File: config.mk
export PLATFORM = sky130hd
export DESIGN_NAME = sensor_sched
export DESIGN_NICKNAME = d
export VERILOG_FILES = /design/src/rtl/sensor_sched.sv
export SDC_FILE = /design/constraint.sdc
export NUM_CORES = 1
export LEC_CHECK = 0
export CAP_MARGIN = 20
export CORE_ASPECT_RATIO = 0.9
export CORE_MARGIN = 10
export CORE_UTILIZATION = 45
export DETAILED_ROUTE_END_ITERATION = 7
export GPL_TIMING_DRIVEN = 0
export PLACE_DENSITY = 0.73
export SYNTH_ARGS = -nofsm -noshare
export SYNTH_HDL_FRONTEND = slang
export SYNTH_SLANG_ARGS = --single-unit
File: constraint.sdc
create_clock -name clk -period 4.09 [get_ports clk]
set_clock_uncertainty 0.05 [all_clocks]
set_input_delay 0.818 -clock clk [delete_from_list [all_inputs] [get_ports clk]]
set_output_delay 0.818 -clock clk [all_outputs]
set_load 0.03 [all_outputs]
File: src/rtl/sensor_sched.sv
// sensor_sched: periodic DS18B20/light scan scheduler with timeouts, result hold and display selection.
module sensor_sched #(
  parameter logic [31:0] PERIOD_CYC  = 32'd50_000_000,
  parameter logic [31:0] TIMEOUT_CYC = 32'd40_000_000,
  parameter logic [7:0]  ROT_SCANS   = 8'd4
) (
  input  logic        clk,
  input  logic        rst,
  input  logic        btn,
  input  logic        auto,
  output logic        ds_start,
  input  logic        ds_done,
  input  logic [15:0] ds_data,
  output logic        lt_start,
  input  logic        lt_done,
  input  logic [15:0] lt_data,
  output logic [15:0] dataout,
  output logic        flag,
  output logic        ds_valid,
  output logic        lt_valid,
  output logic [2:0]  err,
  output logic        busy
);
  typedef enum logic [2:0] {IDLE, DS_REQ, DS_WAIT, LT_REQ, LT_WAIT} state_t;
  state_t state, state_nx;
  logic [31:0] per_cnt, wait_cnt;
  logic [7:0]  rot_cnt;
  logic [15:0] ds_reg, lt_reg;
  logic tick, ds_ok, ds_to, lt_ok, lt_to, scan_end, rot_hit;
  assign tick     = per_cnt == 32'd0;
  assign ds_ok    = state == DS_WAIT && ds_done;
  assign ds_to    = state == DS_WAIT && !ds_done && wait_cnt == TIMEOUT_CYC - 32'd1;
  assign lt_ok    = state == LT_WAIT && lt_done;
  assign lt_to    = state == LT_WAIT && !lt_done && wait_cnt == TIMEOUT_CYC - 32'd1;
  assign scan_end = lt_ok || lt_to;
  assign rot_hit  = auto && scan_end && rot_cnt == ROT_SCANS - 8'd1;
  always_ff @(posedge clk)
    if (!rst) state <= IDLE;
    else state <= state_nx;
  always_comb begin
    state_nx = state;
    case (state)
      IDLE:    state_nx = tick ? DS_REQ : IDLE;
      DS_REQ:  state_nx = DS_WAIT;
      DS_WAIT: state_nx = (ds_ok || ds_to) ? LT_REQ : DS_WAIT;
      LT_REQ:  state_nx = LT_WAIT;
      LT_WAIT: state_nx = scan_end ? IDLE : LT_WAIT;
      default: state_nx = IDLE;
    endcase
  end
  always_comb begin
    ds_start = state == DS_REQ;
    lt_start = state == LT_REQ;
    busy     = state != IDLE;
  end
  always_ff @(posedge clk) begin
    if (!rst) begin
      per_cnt  <= '0;
      wait_cnt <= '0;
      rot_cnt  <= '0;
      ds_reg   <= '0;
      lt_reg   <= '0;
      ds_valid <= 1'b0;
      lt_valid <= 1'b0;
      err      <= '0;
      flag     <= 1'b1;
      dataout  <= '0;
    end else begin
      per_cnt  <= per_cnt == PERIOD_CYC - 32'd1 ? 32'd0 : per_cnt + 32'd1;
      wait_cnt <= (state == DS_WAIT || state == LT_WAIT) ? wait_cnt + 32'd1 : 32'd0;
      if (ds_ok) begin
        ds_reg   <= ds_data;
        ds_valid <= 1'b1;
        err[0]   <= 1'b0;
      end else if (ds_to) err[0] <= 1'b1;
      if (lt_ok) begin
        lt_reg   <= lt_data;
        lt_valid <= 1'b1;
        err[1]   <= 1'b0;
      end else if (lt_to) err[1] <= 1'b1;
      if (tick && state != IDLE) err[2] <= 1'b1;
      // a press and a rotate in the same cycle collapse into one toggle
      flag    <= flag ^ (btn || rot_hit);
      rot_cnt <= (btn || !auto || rot_hit) ? 8'd0 : scan_end ? rot_cnt + 8'd1 : rot_cnt;
      dataout <= flag ? ds_reg : lt_reg;
    end
  end
endmodule

==> results of run 1 <==
critical path, delay by kind of cell (launching register included):
family,cells,cell delay (ns)
buf+inv,2,1.02
flops,1,0.33
simple gates,1,0.26
kinds of logic after synthesis:
family	after synthesis	synth area share
XOR/XNOR	57	0.0899
adder cells (fa/ha/maj)	4	0.00901
buffers and inverters	38	0.0282
AND/OR/NAND/NOR	328	0.295
flip-flops	129	0.465
AO/OA/AOI/OAI	69	0.0822
multiplexers	17	0.0306
report_power, final:
part           leakage (nW)  switching, mW  internal, mW
clock                 0.288          0.549         0.970
combinational          1.03          0.155         0.116
sequential             1.04         0.0192          1.29
worst paths after layout:
path | start | endpoint | cells past startpoint
min reg2reg | ds_valid$_SDFFE_PN0P_ | ds_valid$_SDFFE_PN0P_ | 1
min | ds_valid$_SDFFE_PN0P_ | ds_valid$_SDFFE_PN0P_ | 1
max | state[1]$_SDFF_PN0_ | lt_start | 3
max reg2reg | wait_cnt[0]$_SDFF_PN0_ | rot_cnt[7]$_SDFFE_PP0P_ | 7
stage by stage:
| stage | instance area (um^2) | std cells | power, mW | utilization |
|---|---|---|---|---|
| 2_1_floorplan | 5560 | 642 | 1.49 | - |
| 3_3_place_gp | 6370 | 863 | 1.60 | 0.527 |
| 3_5_place_dp | 6370 | 863 | 1.60 | 0.527 |
| 4_1_cts | 6970 | 895 | 3.12 | 0.577 |
| 5_1_grt | 6970 | 896 | 3.20 | 0.577 |
| 6_report | 6970 | 896 | 3.10 | 0.577 |
cells in the final DEF (no fill, tap or decap), types with 2 or more instances in the layout:
master and count:
dfxtp_1 129, nand2_1 95, nor2_1 81, clkdlybuf4s50_1 61, a21boi_0 32, nand3_1 31, xor2_1 30, xnor2_1 27
clkbuf_1 23, nand4_1 20, mux2i_1 17, nor2b_1 17, clkbuf_16 17, nor4_1 15, a21oi_1 15, nor3_1 12
inv_1 10, or4_1 10, or3_1 9, o21ai_0 9, and2_1 7, and4_1 7, and3_1 7, o31ai_1 5
clkinv_2 5, ha_1 4, clkinvlp_4 4, nor3b_1 3, nor4b_1 3, buf_4 3, o21a_1 3, bufinv_16 3
nand3b_1 2, buf_2 2, nand4_2 2
routing by layer:
layer | wire, um | vias to the layer above | part of all wire | GRT usage
met1 | 6200 | 2229 | 0.46 | 0.206
met3 | 943 | 15 | 0.070 | 0.0440
met5 | 0 | - | 0 | 0
met2 | 6050 | 160 | 0.45 | 0.241
li1 | - | 2370 | - | -
met4 | 227 | 0 | 0.017 | 0.0589
layout make-up:
class,count,area [um^2],share of cell area
Multi-Input combinational cell,475,2820,0.404
Clock inverter,14,163,0.0233
Tap cell,160,200,0.0287
Sequential cell,129,2580,0.370
Clock buffer,18,439,0.0630
Inverter,10,37.5,0.00538
Timing Repair Buffer,62,616,0.0883
Buffer,28,119,0.0170
==> metrics, run 1 <==
number of remaining DRC errors=0; period utilisation layout=0.703; biggest regs=per_cnt x32, wait_cnt x32; peak supply drop=~0.00030 V; synthesized instance count=approximately 640; Critical Path AT=2.01 ns; RD Place Congestion=0.882; GRT Total Usage=0.158; hold_buf cts=0; Final Worst Setup Slack=between 1 and 1.5 ns; Critical Path RT=between 3 and 4 ns; CP max stage delay=between 0.6 and 0.7 ns; R2R Setup Slk=about 1.7 ns; smallest hold slack=0.415 ns; Yosys reg bits=about 130; Final Hold Fails=0; leakage=about 2.4 nW; syn nets=684; final setup violation count=0; CTS Buf Count=17; largest net degree at the start of global routing=17; first-pass GRT wire length=22,300 um; kind of critical path=reg -> out; max cap viols=0; clock-pin slew on the worst setup and hold paths=~0.060 ns; Critical Path, Cell by Cell=clkbuf_1 > and3b_1 > clkdlybuf4s50_1; post-CTS setup buffer count=0; final slew viol count=0; Worst setup SP type=register; slowest stage cell, crit path=clkdlybuf4s50_1; Min-Delay Path Class=reg -> reg; drt first-iter violations=between 200 and 300; grt total ovfl=0; DP Wirelength=about 9400 um; share of cells above drive strength 1=0.0598; Power Density=between 400 and 500 nW/um^2; register area share after synthesis=0.465; # diodes=0; CTS sink cnt=about 130; vias in the first global route=4,602; Worst-Margin Slew=0.852 ns; Placement Setup Slack=1.41 ns; chip width=137 um; Max Fanout on Critical Path=10; drt first pass iters=6; Total Neg Setup Slack=0 ns; Routed WL=approximately 13,000 um; drt wl/cell=~15 um; vias per inst=about 5.3; Mapped Area=approximately 5600 um^2; most numerous cell in the Yosys netlist=dfxtp_1; status=complete, no violations; placeable core area=roughly 12,000 um^2; Ys Warns=0; ys async rst share=0; Site Rows=38; fmax=348 MHz; I/O Pins=between 60 and 70; Max Buffers Root-to-Sink=2; Die ar.=between 15,000 and 20,000 um^2; clock root buffer=clkbuf_16; Port Buffer Count=just over 60; post-synth cell types=42; initial antenna violation count=0; Routed Antenna Nets=0; cells taking the most area after synthesis=dfxtp_1 (46%), nand2_1 (6.4%), nor2_1 (5.5%), xor2_1 (4.7%), a21boi_0 (4.3%); Resize count post-CTS=0; EDFF count, synth=0; Post-Syn Area per Cell=8.65 um^2; synth-to-layout area growth=25.5%; Rel. slew slack=0.427; top_reg_cell synth=dfxtp_1; Vias=about 4,800; kind of end point of the critical path=primary output; post-layout min period=2.88 ns; top cell type by total area after synthesis=dfxtp_1; top cells by count, synth=dfxtp_1 (129), nand2_1 (95), nor2_1 (81), a21boi_0 (32), nand3_1 (31); fillcell total=roughly 1,000; die height=around 130 um; CTS HTree Levels=4; Skew-Pair Late Insertion Delay=about 0.41 ns; initial core utilization=0.460; share of the synthesized area in the top cell type=0.465; unrepaired setup endpoints after global routing=no; nets=approximately 770; CTS tree=built
No activity file was read; power rests on OpenSTA's default activity.
==> inputs of run 2 (changes only) <==
==> constraint.sdc (replaced) <==
create_clock -name clk -period 2.8 [get_ports clk]
set_clock_uncertainty 0.05 [all_clocks]
set_input_delay 0.56 -clock clk [delete_from_list [all_inputs] [get_ports clk]]
set_output_delay 0.56 -clock clk [all_outputs]
set_load 0.03 [all_outputs]
==> results of run 2 <==
Same layout as run 1 (identical final DEF). Status: complete, no violations.
Main changes from that run: setup slack after placement 1.41 ns -> 0.381 ns; setup slack after layout 1.21 ns -> 0.182 ns; register-to-register setup slack 1.74 ns -> 0.45 ns; total power 3.10 mW -> 4.52 mW; worst IR drop on VDD 0.000302 V -> 0.000441 V
==> inputs of run 3 (changes only) <==
--- a/config.mk
+++ b/config.mk
@@ -5,7 +5,7 @@
 export SDC_FILE = /design/constraint.sdc
 export NUM_CORES = 1
 export LEC_CHECK = 0
-export CAP_MARGIN = 20
+export CAP_MARGIN = 25
 export CORE_ASPECT_RATIO = 0.9
 export CORE_MARGIN = 10
 export CORE_UTILIZATION = 45
@@ -15,3 +15,4 @@
 export SYNTH_ARGS = -nofsm -noshare
 export SYNTH_HDL_FRONTEND = slang
 export SYNTH_SLANG_ARGS = --single-unit
+export TNS_END_PERCENT = 50
==> results of run 3 <==
Same layout as run 1 (identical final DEF). Status: complete, no violations.
Main changes from that run: setup slack after placement 1.41 ns -> 0.381 ns; setup slack after layout 1.21 ns -> 0.182 ns; register-to-register setup slack 1.74 ns -> 0.45 ns; total power 3.10 mW -> 4.52 mW; worst IR drop on VDD 0.000302 V -> 0.000441 V
